<file path="config.mk">
export PLATFORM = sky130hd
export DESIGN_NAME = alu_seq
export DESIGN_NICKNAME = d
export VERILOG_FILES = /design/src/rtl/alu_seq.sv
export SDC_FILE = /design/constraint.sdc
export NUM_CORES = 1
export LEC_CHECK = 0
export CAP_MARGIN = 25
export CORE_UTILIZATION = 61
export DETAILED_ROUTE_END_ITERATION = 8
export DONT_BUFFER_PORTS = 1
export PLACE_DENSITY_LB_ADDON = 0.12
export SYNTH_ARGS = -nofsm -noshare
export SYNTH_HDL_FRONTEND = slang
export SYNTH_SLANG_ARGS = --single-unit
</file>
<file path="constraint.sdc">
create_clock -name clk -period 1.7 [get_ports clk]
set_clock_uncertainty 0.1 [all_clocks]
set_input_delay 0.425 -clock clk [delete_from_list [all_inputs] [get_ports clk]]
set_output_delay 0.425 -clock clk [all_outputs]
set_load 0.005 [all_outputs]
</file>
<file path="src/rtl/alu_seq.sv">
// Handshaked, registered WIDTH-bit ALU with an optional shift-add multiplier.
// Define ALU_MUL_EN to compile in the multiplier; otherwise op 1000 is reserved.
module alu_seq #(
    parameter int WIDTH = 4
) (
    input  logic             clk,
    input  logic             rst,
    input  logic             in_valid,
    output logic             in_ready,
    input  logic [3:0]       op,
    input  logic [WIDTH-1:0] a,
    input  logic [WIDTH-1:0] b,
    output logic             out_valid,
    input  logic             out_ready,
    output logic [WIDTH-1:0] result,
    output logic             zero,
    output logic             cout,
    output logic             overflow,
    output logic             err,
    output logic [1:0]       dbg_state_o
);

    localparam logic [1:0] S_IDLE = 2'd0;
    localparam logic [1:0] S_BUSY = 2'd1;
    localparam logic [1:0] S_DONE = 2'd2;

    // Handshake: a bundle moves on any rising edge where valid & ready are both high;
    // in_ready depends only on state and out_ready, never on in_valid.
    logic [1:0]       state_q, state_d;
    logic [WIDTH-1:0] result_q;
    logic             zero_q, cout_q, ovf_q, err_q;
    logic             accept;
    logic             mul_last;

    logic [WIDTH:0]   sum_w, dif_w;
    logic             lt_w;
    logic [WIDTH-1:0] c_res;
    logic             c_cout, c_ovf, c_err, c_mul;

    assign in_ready    = (state_q == S_IDLE) || ((state_q == S_DONE) && out_ready);
    assign out_valid   = (state_q == S_DONE);
    assign accept      = in_valid && in_ready;
    assign result      = result_q;
    assign zero        = zero_q;
    assign cout        = cout_q;
    assign overflow    = ovf_q;
    assign err         = err_q;
    assign dbg_state_o = state_q;

    always_comb begin
        sum_w  = {1'b0, a} + {1'b0, b};
        dif_w  = {1'b0, a} + {1'b0, ~b} + {{WIDTH{1'b0}}, 1'b1};
        lt_w   = dif_w[WIDTH-1] ^ ((a[WIDTH-1] != b[WIDTH-1]) && (dif_w[WIDTH-1] != a[WIDTH-1]));
        c_res  = '0;
        c_cout = 1'b0;
        c_ovf  = 1'b0;
        c_err  = 1'b0;
        c_mul  = 1'b0;
        case (op)
            4'd0: begin
                c_res  = sum_w[WIDTH-1:0];
                c_cout = sum_w[WIDTH];
                c_ovf  = (a[WIDTH-1] == b[WIDTH-1]) && (sum_w[WIDTH-1] != a[WIDTH-1]);
            end
            4'd1: begin
                c_res  = dif_w[WIDTH-1:0];
                c_cout = dif_w[WIDTH];
                c_ovf  = (a[WIDTH-1] != b[WIDTH-1]) && (dif_w[WIDTH-1] != a[WIDTH-1]);
            end
            4'd2: c_res = ~a;
            4'd3: c_res = a & b;
            4'd4: c_res = a | b;
            4'd5: c_res = a ^ b;
            4'd6: c_res = {{(WIDTH-1){1'b0}}, lt_w};
            4'd7: c_res = {{(WIDTH-1){1'b0}}, (a == b)};
`ifdef ALU_MUL_EN
            4'd8: c_mul = 1'b1;
`else
            4'd8: c_err = 1'b1;
`endif
            default: c_err = 1'b1;
        endcase
    end

`ifdef ALU_MUL_EN
    localparam int CW = $clog2(WIDTH);

    logic [2*WIDTH-1:0] mcand_q, acc_q, acc_nxt;
    logic [WIDTH-1:0]   mplier_q;
    logic [CW-1:0]      cnt_q;

    assign acc_nxt  = mplier_q[0] ? (acc_q + mcand_q) : acc_q;
    assign mul_last = (cnt_q == CW'(WIDTH-1));

    always_ff @(posedge clk or negedge rst) begin
        if (!rst) begin
            mcand_q  <= '0;
            acc_q    <= '0;
            mplier_q <= '0;
            cnt_q    <= '0;
        end else if (accept && c_mul) begin
            mcand_q  <= {{WIDTH{1'b0}}, a};
            acc_q    <= '0;
            mplier_q <= b;
            cnt_q    <= '0;
        end else if (state_q == S_BUSY) begin
            acc_q    <= acc_nxt;
            mcand_q  <= mcand_q << 1;
            mplier_q <= mplier_q >> 1;
            cnt_q    <= cnt_q + 1'b1;
        end
    end
`else
    assign mul_last = 1'b1;
`endif

    always_comb begin
        state_d = state_q;
        case (state_q)
            S_IDLE, S_DONE: begin
                if (accept) begin
                    state_d = c_mul ? S_BUSY : S_DONE;
                end else if ((state_q == S_DONE) && out_ready) begin
                    state_d = S_IDLE;
                end
            end
            S_BUSY: begin
                if (mul_last) begin
                    state_d = S_DONE;
                end
            end
            default: state_d = S_IDLE;
        endcase
    end

    always_ff @(posedge clk or negedge rst) begin
        if (!rst) begin
            state_q <= S_IDLE;
        end else begin
            state_q <= state_d;
        end
    end

    // Result flags only change when a new result is produced, so they hold under backpressure.
    always_ff @(posedge clk or negedge rst) begin
        if (!rst) begin
            result_q <= '0;
            zero_q   <= 1'b0;
            cout_q   <= 1'b0;
            ovf_q    <= 1'b0;
            err_q    <= 1'b0;
        end else if (accept && !c_mul) begin
            result_q <= c_res;
            zero_q   <= (c_res == '0);
            cout_q   <= c_cout;
            ovf_q    <= c_ovf;
            err_q    <= c_err;
        end
`ifdef ALU_MUL_EN
        else if ((state_q == S_BUSY) && mul_last) begin
            result_q <= acc_nxt[WIDTH-1:0];
            zero_q   <= (acc_nxt[WIDTH-1:0] == '0);
            cout_q   <= |acc_nxt[2*WIDTH-1:WIDTH];
            ovf_q    <= 1'b0;
            err_q    <= 1'b0;
        end
`endif
    end

endmodule

</file>
* Word-level counts from Yosys, hierarchy flattened
Index checks and enable logic that the tools add are counted.
Storage, ports and cells: register bits 10, input bits 16, output and inout port bits 12, word-level logic and storage cells 47
Cells by class: $add $sub $neg 3, eq/ne operators 15, mux-type cells 7, bitwise operators 6, reductions and logical operators 10
Operators by type and width (count):
- $pmux W4 S8 | 1
- $eq A4 B3 Y1 const B | 4
- $add A4 B4 Y5 | 2
- $eq A4 B2 Y1 const B | 2
- $logic_not A4 Y1 | 2
- $not A4 Y4 | 2
- $reduce_or A8 Y1 | 1
- $add A5 B1 Y5 const B | 1
- $and A4 B4 Y4 | 1
- $eq A4 B1 Y1 const B | 1
- $eq A4 B4 Y1 | 1
- $logic_and A1 B1 Y1 | 4
- $mux W2 | 2
- $or A4 B4 Y4 | 1
- $pmux W1 S2 | 2
- $pmux W2 S2 | 1
- $xor A4 B4 Y4 | 1
- $ne A1 B1 Y1 | 3
- $ne A3 B3 Y1 const B | 1
- $eq A2 B1 Y1 const B | 1
- $eq A2 B2 Y1 const B | 1
- $logic_not A2 Y1 | 1
- $reduce_or A2 Y1 | 1
- $eq A1 B1 Y1 | 1
- other kinds (3) | 3

* Depth between registers and ports, before layout
Gate-level depths: netlist of the first run.
word-level depth 8, mapped depth 11, mapped depth without buffers 10

* Least setup slack after synthesis of the first run
OpenSTA, ideal clock, no wires.
kind input to register, start in b[2], end reg zero_q (netlist: zero), setup time 122 ps, arrival 2279 ps, required time 1478 ps, setup slack -800 ps, cell stages on the path 11, buffers on the path 1, path through inv_1 > ha_1 > clkbuf_1 > inv_1 > a21oi_1 > fa_1 > nor3b_1 > a31oi_1 > nor3_1 > a211oi_1 > a32o_1
On the way: cells in the longest elaborated chain, start to end 8, elaborated cells on any way between the ends 13, those cells by class add/sub (3); eq/ne (2); mux (1); bitwise (5); reduce/logical (2)
Ends and longest elaborated chain:
- start: declaration | line 12 | input logic [WIDTH-1:0] b,
- $not A4 Y4 | line 52 | dif_w = {1'b0, a} + {1'b0, ~b} + {{WIDTH{1'b0}}, 1'b1};
- $add A4 B4 Y5 | line 52
- $add A5 B1 Y5 | line 52
- $ne A1 B1 Y1 | line 53 | lt_w = dif_w[WIDTH-1] ^ ((a[WIDTH-1] != b[WIDTH-1]) && (dif_w[WIDTH-1] != a[WIDTH-1]));
- $logic_and A1 B1 Y1 | line 53
- $xor A1 B1 Y1 | line 53
- $pmux W4 S8 * | line 59 | case (op)
- $logic_not A4 Y1 * | line 154 | zero_q <= (c_res == '0);
- end signal: assignment | line 154
- end: declaration | line 31 | logic zero_q, cout_q, ovf_q, err_q;
Every way passes the cells marked *; elsewhere a longest branch is shown, timed or not. A chain may end at the register's enable or synchronous reset.

* Worst setup path after layout of the first run
start in b[1], end reg zero_q (netlist: zero)
The elaborated chain is that of the path after synthesis.

==> reports/results.ini, run 1 <==
[clocking]
clock-root-buffer=clkbuf_4
clockBufferDepth=2
clkTransAtPathRegs_ps=50
clkSinkCount=9
numCtsBuffers=3
cts-htree-levels=1
clock_latency_ps=260
cts_tree=yes

[worst_setup_path]
critPathArrivalTime_ps=2280
crit_start=b[1]
path_max_fanout=4
worst_setup_path_start_kind=input pin
end_kind=flop
crit_type=input pin to flop
critPathRequiredTime_ps=1740
r2r-start=dbg_state_o[1]

[final_layout]
final_util=0.8101
fillers=101
drive_gt1_frac=0.2867
multi_input_area_um2=754.5
regArea_um2=225.2
antenna_cells=0
num-nets-final=175
syn_to_final_growth_pct=21.26

[power_and_ir_drop]
power_mw=0.6888
power.share.clock=0.229
pwr-share-seq=0.375
switching_power_mw=0.2169
swShare=0.3149
max-vdd-ir-drop_mv=0.2636
pwr-share-comb=0.396
leakagePower_nw=0.5694
p_per_area_mw_per_mm2=551.6
p_int_mw=0.4719

[status]
status=finished, violations left
violations=setup timing

[yosys]
ys_ff_latch=9
synth_edf_count=0
ys_async_sr_fraction=1.000
syn_avg_cell_area_um2=8.045
synth_seq_area_share=0.2187
synth_common_cells=inv_1 (15), nand2_1 (13), ha_1 (12)
synth_cells=128
yosys_warnings=0
synth.net_count=159
yosys.cell_count.top_type=inv_1
yosys.area.top_type_share=0.2187
yosys_most_used_dff=dfrtp_1
synth_area_leaders=dfrtp_1 (22%), ha_1 (15%), fa_1 (5.8%)
synth_area_mm2=0.001030
synthDistinctLibCells=39
yosys.area.top_type=dfrtp_1

[timing]
setup_ws_ps=-540.9
worstMarginPinSlew_ps=493.4
rsz0062_at_grt=true
period_needed_ps=2241
final.setup.tns_ps=-1736
setup_violations=6
fmax_mhz=446.3
post-route-period-util=1.318
hold_violations=0
slew_headroom=0.6680
slew_viol_final=0

[route]
totalWireLength_um=2436
drt_iter0_drc=33
drt-pass1-iter-count=4
vias=960
ant_nets=0
drc=0
vias_per_cell=6.038
avgRoutedWirePerCell_um=15.32

[placed_design]
post-dp-hpwl_um=1876
port_buffers=0
gp_congestion=0.8886

[global_routing]
antenna_found_initial=0
track_usage=0.2666
grt_pass1_wl_um=3767
grt_overflow=0
grt_start_max_net_pins=18
grt_pass1_vias=931

[floorplan]
die-area_mm2=0.001856
core_area_mm2=0.001541
start_util=0.6680
die_x_um=43.09
ios=28
placementRows=14
dieHeight_um=43.09

[hold_path]
hp-start=in_valid
hold_class=input pin to flop

[flow_run]
max-cap-violations=0

==> timing repair <==
action                                  4_1_cts  5_1_grt
endpoints found under the setup margin        6        6
hold buffers                                  1        0
setup buffers                                 2        1
gates resized for setup                       6        1
pin swaps                                     9        7
endpoints found under the hold margin         9        0
==> stage by stage <==
stage | hold slack [ps] | instance area [µm²] | setup slack (ps) | std cells
floorplan | 29.41 | 1081 | -684.1 | 128
global placement | 29.57 | 1171 | -742.7 | 151
detailed placement | 29.58 | 1171 | -820.7 | 151
CTS | 173.9 | 1239 | -509.7 | 158
global route | 191.2 | 1249 | -571.3 | 159
finish | 179.9 | 1249 | -540.9 | 159
==> logic make-up after synthesis <==
family          Yosys count  synth area share
flops                     9            0.2187
other cells               1          0.003642
buf+inv                  26            0.1093
mux                       1           0.02187
fa+ha+maj                15            0.2041
simple gates             47            0.2369
compound gates           24            0.1628
xor+xnor                  5           0.04253
==> final timing paths <==
path / depth (start not counted) / endpoint / slack, ps
min in group asynchronous: 1 / cout / 420
hold / removal: 1 / dbg_state_o[1] / 180
max in group asynchronous: 1 / result[1] / 810
hold reg to reg: 2 / result[2] / 400
setup reg to reg: 3 / cout / 300
setup / recovery: 8 / zero / -540
==> state kept, by name, indices dropped and copies added (netlist names) <==
register / flops
result: 4
cout: 1
err: 1
zero: 1
overflow: 1
dbg_state_o: 1
==> layout by cell type (no fill, tap or decap), types with 2 or more instances in the layout <==
cell       n
buf_4     19
nand2_1   13
inv_1     11
nor2_1    10
ha_1       9
dfrtp_1    9
nand2b_1   5
inv_2      4
xnor2_1    4
a31oi_1    4
a21oi_1    3
nand4_1    3
nor3_1     3
fa_2       3
ha_4       3
clkbuf_4   3
a21oi_2    2
nor4_1     2
o41ai_1    2
a211oi_2   2
o21ai_1    2
nand3_1    2
nor3b_1    2
nand3b_1   2
==> area by class of cell <==
class / count / share of cell area
Clock buffer: 4 / 0.02104
Inverter: 17 / 0.05611
Multi-Input combinational cell: 93 / 0.6042
Sequential cell: 9 / 0.1804
Tap cell: 16 / 0.01603
Timing Repair Buffer: 20 / 0.1222
==> routing by layer <==
layer / up-vias / global-route usage / part of all wire
li1: 461 / - / -
met1: 436 / 0.2902 / 0.38
met2: 48 / 0.4746 / 0.53
met3: 15 / 0.03830 / 0.058
met4: 0 / 0.1636 / 0.034
met5: - / 0 / 0
==> power groups by stage <==
stage	sequential [mW]	clock (mW)	combinational, mW
after floorplan	0.258	0	0.188
after global placement	0.261	0	0.239
after detailed placement	0.262	0	0.248
after CTS	0.259	0.163	0.265
after global routing	0.262	0.173	0.298
final	0.259	0.158	0.273
==> critical path, stage by stage <==
cell        delay [ps]
clkinvlp_4         100
buf_4              160
fa_2               540
inv_1               40
mux4_2             450
a211oi_2           230
nor2_1              80
a32o_1             260
Note: power is estimated with default switching activity, not from simulation.
==> run 2: changes to the inputs <==
--- a/config.mk
+++ b/config.mk
@@ -5,11 +5,13 @@
 export SDC_FILE = /design/constraint.sdc
 export NUM_CORES = 1
 export LEC_CHECK = 0
+export ABC_CLOCK_PERIOD_IN_PS = 1700
 export CAP_MARGIN = 25
 export CORE_UTILIZATION = 61
 export DETAILED_ROUTE_END_ITERATION = 8
 export DONT_BUFFER_PORTS = 1
 export PLACE_DENSITY_LB_ADDON = 0.12
+export REMOVE_ABC_BUFFERS = 1
 export SYNTH_ARGS = -nofsm -noshare
 export SYNTH_HDL_FRONTEND = slang
 export SYNTH_SLANG_ARGS = --single-unit
==> reports/results.ini, run 2 (synthesized netlist as in run 1, its figures left out) <==
[timing]
post-route-period-util=1.291  ; -0.02684
setup_ws_ps=-495.2  ; +45.63 ps
hold_violations=0  ; unchanged
setup_violations=6  ; unchanged
rsz0062_at_grt=true
slew_headroom=0.6471  ; -0.02089
worstMarginPinSlew_ps=524.5  ; +31.05 ps
fmax_mhz=455.5  ; +2.1%
final.setup.tns_ps=-1929  ; -193.5 ps
slew_viol_final=0  ; unchanged
period_needed_ps=2195  ; -45.63 ps

[route]
vias=947  ; -1.4%
drc=0  ; unchanged
wl_met2_um=1325  ; +3.4%
routed-wl-met3_um=168  ; +19%
drt_iter0_drc=28  ; -15%
routed.top_layer=met4
vias_per_cell=5.956  ; -1.4%
ant_nets=0  ; unchanged
wl_met1_um=855  ; -8.0%
totalWireLength_um=2374  ; -2.5%
drt-pass1-iter-count=6  ; +2
avgRoutedWirePerCell_um=14.93  ; -2.5%

[global_routing]
grt_start_max_net_pins=18  ; unchanged
grt_pass1_wl_um=3829  ; +1.6%
grt_pass1_vias=962  ; +3.3%
track_usage=0.2642  ; -0.002391
antenna_found_initial=0  ; unchanged
grt_overflow=0  ; unchanged

[clocking]
clkSinkCount=9  ; unchanged
clock-root-buffer=clkbuf_4
clock_latency_ps=260  ; about the same
cts_tree=yes
clkTransAtPathRegs_ps=60  ; about the same
clockBufferDepth=2  ; unchanged
numCtsBuffers=3  ; unchanged
cts-htree-levels=1  ; unchanged

[final_layout]
syn_to_final_growth_pct=20.17
antenna_cells=0  ; unchanged
multi_input_area_um2=749.5  ; -0.66%
largest_reg_flops=4  ; unchanged
num-nets-final=175  ; unchanged
layout_common_cells=buf_4 (19), inv_1 (14), nand2_1 (13), nor2_1 (10)
design_area_mm2=0.001237  ; -0.90%
regArea_um2=225.2  ; unchanged
drive_gt1_frac=0.2657  ; -0.02098
mostFrequentLayoutCell=buf_4
fillers=111  ; +9.9%

[worst_setup_path]
r2r-start=dbg_state_o[1]
critPathArrivalTime_ps=2240  ; -40 ps
regToRegEndpoint=zero
crit_type=input pin to flop
path_max_fanout=3  ; -1
worstRegToRegCells=5  ; +2
reg2reg_slack_ps=210  ; -90 ps
worst_setup_path_start_kind=input pin
critPathRequiredTime_ps=1750  ; about the same
end_kind=flop

[power_and_ir_drop]
leakagePower_nw=0.5794  ; +1.7%
max-vdd-ir-drop_mv=0.2732  ; +3.6%
power_mw=0.6880  ; -0.12%
p_per_area_mw_per_mm2=556.0  ; +0.79%

[hold_path]
hp-start=in_valid
hold_class=input pin to flop
holdPathEnd=dbg_state_o[1]
whs_path_depth=1  ; unchanged

[status]
status=finished, violations left
violations=setup timing

[floorplan]
die-area_mm2=0.001856  ; unchanged
ios=28  ; unchanged
placementRows=14  ; unchanged
dieHeight_um=43.09  ; unchanged
die_x_um=43.09  ; unchanged
start_util=0.6680  ; unchanged
core_area_mm2=0.001541  ; unchanged

[flow_run]
max-cap-violations=0  ; unchanged

[placed_design]
post-dp-hpwl_um=1797  ; -4.2%
place_area_mm2=0.001136  ; -3.0%
dpl_worst_slack_ps=-835.3  ; -14.64 ps
port_buffers=0  ; unchanged
gp_congestion=0.8471  ; -4.7%

run 2: cell type report:
type,instances,area share
clock buffer,4,0.02123
inverter,17,0.05157
multi-input combinational,93,0.6057
sequential,9,0.1820
tap,16,0.01618
timing repair buffer,20,0.1234
run 2: metrics by stage:
stage / hold slack [ps] / util / instances
3_5_place_dp: 29.57 / 0.7370 / 153
5_1_grt: 192.6 / 0.8028 / 159
2_1_floorplan: 29.41 / - / 119
3_3_place_gp: 29.56 / 0.7370 / 153
6_report: 175.0 / 0.8028 / 159
4_1_cts: 177.9 / 0.7833 / 159
run 2: worst max path at each step:
stage          start    to  slack (ps)  cells after the start
5_1_grt         b[1]  zero        -570                      8
6_report        b[1]  zero        -500                      8
4_1_cts         b[1]  zero        -570                     10
3_3_place_gp    b[1]  zero        -760                     10
3_5_place_dp    b[1]  zero        -840                     10
2_1_floorplan   a[0]  zero        -690                      9
run 2: power by group:
group | internal [mW] | switching, mW
logic | 0.143 | 0.129
registers | 0.239 | 0.0196
clock network | 0.0900 | 0.0679
run 2: layer usage:
metal,GRT usage,vias up
li1,-,459
met1,0.2831,430
met2,0.5134,52
met3,0.03830,6
met4,0.08485,0
met5,0,-
run 2: what timing repair did:
| action | CTS | global route |
|---|---|---|
| endpoints found under the setup margin | 6 | 7 |
| resized for setup | 7 | 6 |
| setup buffers | 1 | 0 |
| hold endpoints to repair | 9 | 0 |
| hold buffers | 1 | 0 |
| pin swaps | 1 | 1 |
run 2: critical path, stage by stage:
cell,delay [ps]
inv_1,70
buf_4,170
fa_2,540
inv_1,40
mux4_2,450
a211oi_2,220
nor2_1,80
a32o_1,250
